File: src/rtl/valu_pkg.sv
// Shared definitions for the element-wise vector ALU: opcode encoding and
// default geometry constants.
package valu_pkg;

  // Default element width in bits.
  localparam int DATA_WIDTH_DEF = 32;
  // Default number of lanes per vector.
  localparam int ELEMENTS_DEF   = 8;

  // Operation select, applied uniformly to every lane.
  typedef enum logic [3:0] {
    OP_VADD  = 4'b0000,
    OP_VSUB  = 4'b0001,
    OP_VSLL  = 4'b0010,
    OP_VSLT  = 4'b0011,
    OP_VSLTU = 4'b0100,
    OP_VXOR  = 4'b0101,
    OP_VSRL  = 4'b0110,
    OP_VSRA  = 4'b0111,
    OP_VOR   = 4'b1000,
    OP_VAND  = 4'b1001,
    OP_BEQ   = 4'b1010,
    OP_BNE   = 4'b1011,
    OP_BLT   = 4'b1100,
    OP_BGE   = 4'b1101,
    OP_BLTU  = 4'b1110,
    OP_BGEU  = 4'b1111
  } valu_op_e;

endpackage : valu_pkg

File: src/rtl/valu_lane.sv
// Single-element combinational integer ALU. One copy per vector lane; lanes
// share nothing, so no carry or flag ever crosses a lane boundary.
module valu_lane
  import valu_pkg::*;
#(
  parameter int DATA_WIDTH = DATA_WIDTH_DEF
) (
  input  valu_op_e              op,
  input  logic [DATA_WIDTH-1:0] a,
  input  logic [DATA_WIDTH-1:0] b,
  output logic [DATA_WIDTH-1:0] res
);

  // Only the low log2(DATA_WIDTH) bits of b act as the shift amount.
  localparam int SHW = $clog2(DATA_WIDTH);

  logic [SHW-1:0] shamt_s;
  logic           lt_signed_s;
  logic           lt_unsigned_s;
  logic           eq_s;

  // Widen a 1-bit compare outcome to a zero-extended lane value.
  function automatic logic [DATA_WIDTH-1:0] flag(input logic f);
    flag = {{(DATA_WIDTH-1){1'b0}}, f};
  endfunction

  assign shamt_s       = b[SHW-1:0];
  assign lt_signed_s   = ($signed(a) < $signed(b));
  assign lt_unsigned_s = (a < b);
  assign eq_s          = (a == b);

  // Opcode decode and result selection for this lane.
  always_comb begin
    res = '0;
    case (op)
      OP_VADD:  res = a + b;
      OP_VSUB:  res = a - b;
      OP_VSLL:  res = a << shamt_s;
      OP_VSLT:  res = flag(lt_signed_s);
      OP_VSLTU: res = flag(lt_unsigned_s);
      OP_VXOR:  res = a ^ b;
      OP_VSRL:  res = a >> shamt_s;
      OP_VSRA:  res = DATA_WIDTH'($signed(a) >>> shamt_s);
      OP_VOR:   res = a | b;
      OP_VAND:  res = a & b;
      OP_BEQ:   res = flag(eq_s);
      OP_BNE:   res = flag(!eq_s);
      OP_BLT:   res = flag(lt_signed_s);
      OP_BGE:   res = flag(!lt_signed_s);
      OP_BLTU:  res = flag(lt_unsigned_s);
      OP_BGEU:  res = flag(!lt_unsigned_s);
      default:  res = '0;
    endcase
  end

endmodule : valu_lane

File: src/rtl/valu.sv
// Element-wise vector integer ALU for the execute stage. ELEMENTS lane ALUs
// share one opcode; their results are captured in a single output register
// with a matching valid flop, giving exactly one cycle of latency.
module valu
  import valu_pkg::*;
#(
  parameter int DATA_WIDTH = DATA_WIDTH_DEF,
  parameter int ELEMENTS   = ELEMENTS_DEF
) (
  input  logic                  clk_in,
  input  logic                  rst_n_in,
  input  logic                  valu_valid_in,
  input  logic [3:0]            valu_op_in,
  input  logic [DATA_WIDTH-1:0] vrs1_data_in [ELEMENTS],
  input  logic [DATA_WIDTH-1:0] vrs2_data_in [ELEMENTS],
  output logic                  valu_valid_o,
  output logic [DATA_WIDTH-1:0] valu_res_o   [ELEMENTS]
);

  valu_op_e              op_s;
  logic [DATA_WIDTH-1:0] lane_res_s [ELEMENTS];
  logic [DATA_WIDTH-1:0] res_r      [ELEMENTS];
  logic                  valid_r;

  // Every 4-bit code is a defined operation, so the cast is always legal.
  assign op_s = valu_op_e'(valu_op_in);

  for (genvar i = 0; i < ELEMENTS; i++) begin : g_lane
    valu_lane #(
      .DATA_WIDTH (DATA_WIDTH)
    ) u_lane (
      .op  (op_s),
      .a   (vrs1_data_in[i]),
      .b   (vrs2_data_in[i]),
      .res (lane_res_s[i])
    );
  end

  // Valid strobe: high for exactly the cycle after a valid input is sampled.
  always_ff @(posedge clk_in or negedge rst_n_in) begin
    if (!rst_n_in) begin
      valid_r <= 1'b0;
    end else begin
      valid_r <= valu_valid_in;
    end
  end

  // Result register: loads on valid input, otherwise holds the last result.
  always_ff @(posedge clk_in or negedge rst_n_in) begin
    if (!rst_n_in) begin
      for (int i = 0; i < ELEMENTS; i++) begin
        res_r[i] <= '0;
      end
    end else if (valu_valid_in) begin
      for (int i = 0; i < ELEMENTS; i++) begin
        res_r[i] <= lane_res_s[i];
      end
    end else begin
      for (int i = 0; i < ELEMENTS; i++) begin
        res_r[i] <= res_r[i];
      end
    end
  end

  assign valu_valid_o = valid_r;
  assign valu_res_o   = res_r;

endmodule : valu

File: config.mk
export PLATFORM = sky130hd
export DESIGN_NAME = valu
export DESIGN_NICKNAME = d
export VERILOG_FILES = /design/src/rtl/valu_pkg.sv /design/src/rtl/valu_lane.sv /design/src/rtl/valu.sv
export SDC_FILE = /design/constraint.sdc
export NUM_CORES = 2
export LEC_CHECK = 0
export ABC_CLOCK_PERIOD_IN_PS = 900
export BUFFER_PORTS_ARGS = -buffer_cell sky130_fd_sc_hd__clkbuf_2
export CAP_MARGIN = 20
export CORE_MARGIN = 1.5
export CORE_UTILIZATION = 60
export CTS_CLUSTER_SIZE = 30
export DETAILED_ROUTE_END_ITERATION = 12
export PLACE_DENSITY = 0.81
export SETUP_SLACK_MARGIN = 0.4
export SLEW_MARGIN = 20
export SYNTH_ARGS = -nofsm -noshare
export SYNTH_HDL_FRONTEND = slang
export SYNTH_HIERARCHICAL = 1
export SYNTH_SLANG_ARGS = --single-unit
File: constraint.sdc
create_clock -name clk_in -period 0.9 [get_ports clk_in]
set_clock_uncertainty 0.1 [all_clocks]
set_input_delay 0.09 -clock clk_in [delete_from_list [all_inputs] [get_ports clk_in]]
set_output_delay 0.09 -clock clk_in [all_outputs]
set_load 0.02 [all_outputs]
==> flow_metrics.py, run 1 <==
metrics = {
    "global_route": {
        "gr-total-overflow": 16500,
        "grt_pass1_wl_mm": 1120,
        "grt_max_degree": 67,
        "track_usage": 1.12,
        "grt_pass1_vias": 163000,
    },
    "placed_design": {
        "hpwlAfterDp_mm": 368,
        "gp_congestion": 1.28,
        "portBuffers": 775,
        "pre_cts_ws_ns": -2.72,
    },
    "yosys": {
        "syn_inst": 10400,
        "synth_top_family_by_area": "compound AO/OA/AOI/OAI gates",
        "ys_types": 112,
        "syn_nets": 11700,
        "synth_compound_area_frac": 0.314,
        "yosys_warnings": 6,
        "yosysTopAreaCell": "ha_1",
        "syn_avg_cell_area_um2": 7.36,
        "synthSimpleGateAreaFrac": 0.179,
        "synthTopCellsByArea": "ha_1 13%, dfrtp_1 8.4%, mux4_2 7.3%",
        "yosysSeqAreaShare": 0.0841,
        "synthAdderAreaFrac": 0.131,
        "synth.most_common_cell": "nor2_1",
        "synth_xor_area_frac": 0.0239,
        "synthTopCellsByCount": "1,294 x nor2_1, 941 x a21oi_1, 776 x ha_1",
        "async_flop_share": 1.00,
        "muxShareOfSynthArea": 0.179,
        "synth_top_area_share": 0.127,
        "synth_edf_count": 0,
        "synth.cell_area_mm2": 0.0765,
        "synthFlopType": "dfrtp_1",
        "synth_seq_cells": 257,
    },
    "status": {
        "firstError": "[ERROR GRT-0116] Global routing finished with congestion. Check the congestion regions in the DRC Viewer.",
        "failed_stage": "5_1_grt",
        "status": "aborted with a tool error",
    },
    "floorplanning": {
        "start_util": 0.607,
        "die_h_um": 360,
        "ios": 776,
        "die_x_um": 360,
        "fp-row-count": 130,
    },
    "clocking": {
        "htreeDepth": 2,
        "cts-root-buf": "clkbuf_16",
        "cts_buffers": 41,
        "clock_sinks": 257,
        "cts_max_path_buffers": 3,
    },
}
metal layers:
| layer | overflow | GRT usage |
|---|---|---|
| met5 | 171 | 0.864 |
| met4 | 3153 | 1.23 |
| met3 | 841 | 0.947 |
| met2 | 11400 | 1.42 |
| met1 | 872 | 0.970 |
through the flow:
step                      area, um2  instances  utilization
after floorplan               78500      10400            -
after global placement       109000      15800        0.863
after detailed placement     109000      15800        0.863
after CTS                    118000      16100        0.938
cell families after synthesis:
| logic type | count (synthesis) |
|---|---|
| xor gates and xnor gates | 209 |
| adders and majority gates | 792 |
| DFF | 257 |
| and+or+nand+nor | 3041 |
| muxes | 971 |
| AOI/OAI and AO/OA | 3583 |
| buffers and inverters | 1535 |
repair_timing:
item,4_1_cts
setup endpoints to repair,513
hold buffers,1
hold endpoints to repair,337
cloned,19
gates resized for setup,1279
pin swaps,447
buffers inserted,237
==> run 2, diff against run 1 <==
CORE_UTILIZATION = 40   (was 60)
CTS_CLUSTER_SIZE = unset   (was 30)
PLACE_DENSITY = unset   (was 0.81)
PLACE_DENSITY_LB_ADDON = 0.15   (was unset)
SETUP_SLACK_MARGIN = unset   (was 0.4)
==> run 2 against run 1 <==
Against the previous run:
- the flow now finishes, with violations (negative hold slack, negative setup slack)
- synthesized area did not move
- synthesized cell count did not move
==> flow_metrics.py, run 2 <==
metrics = {
    "timing": {
        "hold_ws_ns": -0.229,
        "drv_slew": 0,
        "fmax_ghz": 0.372,
        "slew_headroom": 0.357,
        "rsz0062_at_grt": "true",
        "tightest_slew_ns": 0.961,
        "setup_slack_ns": -1.79,
        "finalCriticalPeriod_ns": 2.69,
        "finalSetupViolCount": 514,
        "fin_crit_sh": 2.99,
        "hold_viol_final": 76,
    },
    "drt": {
        "routedWlPerCell_um": 28.0,
        "wl_met3_mm": 53.1,
        "viasPerCell": 6.33,
        "via_count": 111000,
        "wl_met2_mm": 210,
        "drt-met1-wl_mm": 180,
        "drt-total-wl_mm": 493,
        "final_antenna_net_count": 0,
        "drc": 0,
        "top_layer": "met5",
        "drt_iter0_drc": 13600,
        "drt_pass1_iterations": 8,
    },
    "yosys": {
        "yosysSeqAreaShare": 0.0841,
        "synth_edf_count": 0,
        "synth_seq_cells": 257,
        "muxShareOfSynthArea": 0.179,
        "synth_xor_area_frac": 0.0239,
        "syn_avg_cell_area_um2": 7.36,
        "async_flop_share": 1.00,
        "yosysTopAreaCell": "ha_1",
        "synth.cell_area_mm2": 0.0765,
        "syn_nets": 11700,
        "synthTopCellsByCount": "1,294 x nor2_1, 941 x a21oi_1, 776 x ha_1",
        "synth.most_common_cell": "nor2_1",
        "synthTopCellsByArea": "ha_1 13%, dfrtp_1 8.4%, mux4_2 7.3%",
        "synthSimpleGateAreaFrac": 0.179,
        "syn_inst": 10400,
        "synthAdderAreaFrac": 0.131,
        "ys_types": 112,
        "synth_compound_area_frac": 0.314,
        "synthFlopType": "dfrtp_1",
        "yosys_warnings": 6,
        "synth_top_area_share": 0.127,
        "synth_top_family_by_area": "compound AO/OA/AOI/OAI gates",
    },
    "pwr": {
        "powerDensity_mw_per_mm2": 946,
        "p_clk_frac": 0.144,
        "combPwrFrac": 0.736,
        "irDropWorstVdd_mv": 1.42,
        "p_sw_frac": 0.474,
        "internal-power_w": 0.0662,
        "seqPwrFrac": 0.120,
        "p_sw_w": 0.0596,
        "p_leak_nw": 62.2,
    },
    "final_layout": {
        "area_growth_pct": 73.9,
        "postLayoutCoreUtil": 0.700,
        "largest_register_ffs": 256,
        "num-fill-cells": 15200,
        "fin_nets": 16300,
        "drive_above_1_share": 0.528,
        "mostFrequentLayoutCells": "4,161 x buf_4, 1,157 x nor2_1, 718 x nand2_1",
        "final_common_cell": "buf_4",
        "fin_area_mm2": 0.133,
    },
    "placed_design": {
        "hpwlAfterDp_mm": 378,
        "portBuffers": 775,
        "pre_cts_ws_ns": -2.85,
        "placed_area_mm2": 0.113,
        "gp_congestion": 1.10,
    },
    "worst_setup_path": {
        "setup.worst_path.class": "in -> reg",
        "critPathMaxFanout": 2,
        "start_kind": "input port",
        "worstSetupEndpointType": "flop",
        "critical_path_required_ns": 1.36,
        "cp.arrival_ns": 3.15,
    },
    "clocking": {
        "cts_max_path_buffers": 3,
        "clk_latency_ns": 0.67,
        "hold_buffers": 6,
        "cts-root-buf": "clkbuf_16",
        "cts_buffers": 42,
        "path_clk_slew_ns": 0.06,
        "clock_sinks": 257,
        "cts_tree": "built",
        "htreeDepth": 2,
    },
    "status": {
        "violations": "negative hold slack, negative setup slack",
        "status": "finished with violations",
    },
    "global_route": {
        "antenna_found_initial": 39,
        "gr-total-overflow": 0,
        "grt_pass1_vias": 106000,
        "grt_pass1_wl_mm": 688,
        "grt_max_degree": 67,
        "track_usage": 0.466,
    },
    "floorplanning": {
        "core-area_mm2": 0.190,
        "die_x_um": 440,
        "ios": 776,
        "start_util": 0.403,
        "fp-row-count": 160,
        "fp.dieArea_mm2": 0.194,
        "die_h_um": 440,
    },
    "flow_run": {
        "cap_violations": 0,
    },
    "min_path": {
        "hold_path_class": "in -> reg",
    },
}
[run 2: cell counts after synthesis]
No cell type changed its count.
[run 2: timing repair]
item	4_1_cts	5_1_grt
endpoints found under the hold margin	371	80
endpoints found under the setup margin	513	514
resized for setup	1496	1748
buffers inserted	242	315
pin swaps	578	763
gates cloned	20	20
[run 2: metal layers]
metal | GRT usage | vias to the layer above
li1 | - | 48000
met5 | 0 | -
met1 | 0.561 | 53500
met4 | 0.362 | 24
met3 | 0.106 | 2230
met2 | 0.718 | 7754
[run 2: path summary, 6_finish.rpt]
path,to,start,depth (start not counted),slack [ns]
max,valu_res_o[30]$_DFFE_PN0P_,vrs1_data_in[0],15,-1.79
min,valu_res_o[189]$_DFFE_PN0P_,valu_valid_in,3,-0.23
max reg2reg,valu_res_o[160]$_DFFE_PN0P_,valu_res_o[160]$_DFFE_PN0P_,1,-0.15
min reg2reg,valu_res_o[132]$_DFFE_PN0P_,valu_res_o[132]$_DFFE_PN0P_,1,0.40
max in group asynchronous,valu_res_o[135]$_DFFE_PN0P_,rst_n_in,3,0.08
min in group asynchronous,valu_res_o[182]$_DFFE_PN0P_,rst_n_in,3,0.05
[run 2: logic make-up after synthesis]
family,count (synthesis)
simple gates,3041
mux,971
compound gates,3583
fa+ha+maj,792
flops,257
buf+inv,1535
xor+xnor,209
[run 2: area by class of cell]
cell class | instances | area, um2 | share of cell area
timing repair buffer | 5381 | 43400 | 0.326
inverter | 759 | 3250 | 0.0244
antenna | 27 | 67.6 | 0.000508
multi-input combinational | 8596 | 75300 | 0.566
clock inverter | 26 | 298 | 0.00224
clock buffer | 51 | 1120 | 0.00839
tap | 2511 | 3140 | 0.0236
sequential | 257 | 6430 | 0.0484
[run 2: per-stage QoR]
| stage | cells | hold slack [ns] | setup TNS, ns | power (W) |
|---|---|---|---|---|
| after floorplan | 10400 | -0.306 | -446.26 | 0.0510 |
| after global placement | 17000 | -0.220 | -572.14 | 0.0885 |
| after detailed placement | 17000 | -0.219 | -578.74 | 0.0893 |
| after CTS | 17300 | -0.250 | -503.27 | 0.115 |
| after global routing | 17600 | -0.225 | -528.11 | 0.130 |
| final | 17600 | -0.229 | -512.32 | 0.126 |
[run 2: critical path: stages]
cell and delay (ns):
clkbuf_16 0.10, ha_4 0.13, inv_2 0.04, fa_2 0.36
and2b_2 0.27, o2111ai_4 0.18, a2111oi_4 0.45, o211ai_1 0.22
nand2_2 0.16, a41oi_2 0.17, a211o_1 0.31, a21oi_2 0.12
xnor2_1 0.16, o21ai_2 0.10, mux2_4 0.28
[run 2: power by group through the flow]
stage | combinational [W] | sequential, W | clock (W)
3_5_place_dp | 0.0741 | 0.0151 | 0
6_report | 0.0926 | 0.0151 | 0.0181
2_1_floorplan | 0.0340 | 0.0170 | 0
5_1_grt | 0.0959 | 0.0152 | 0.0187
3_3_place_gp | 0.0735 | 0.0151 | 0
4_1_cts | 0.0813 | 0.0150 | 0.0184
(Power assumes the default switching activity.)
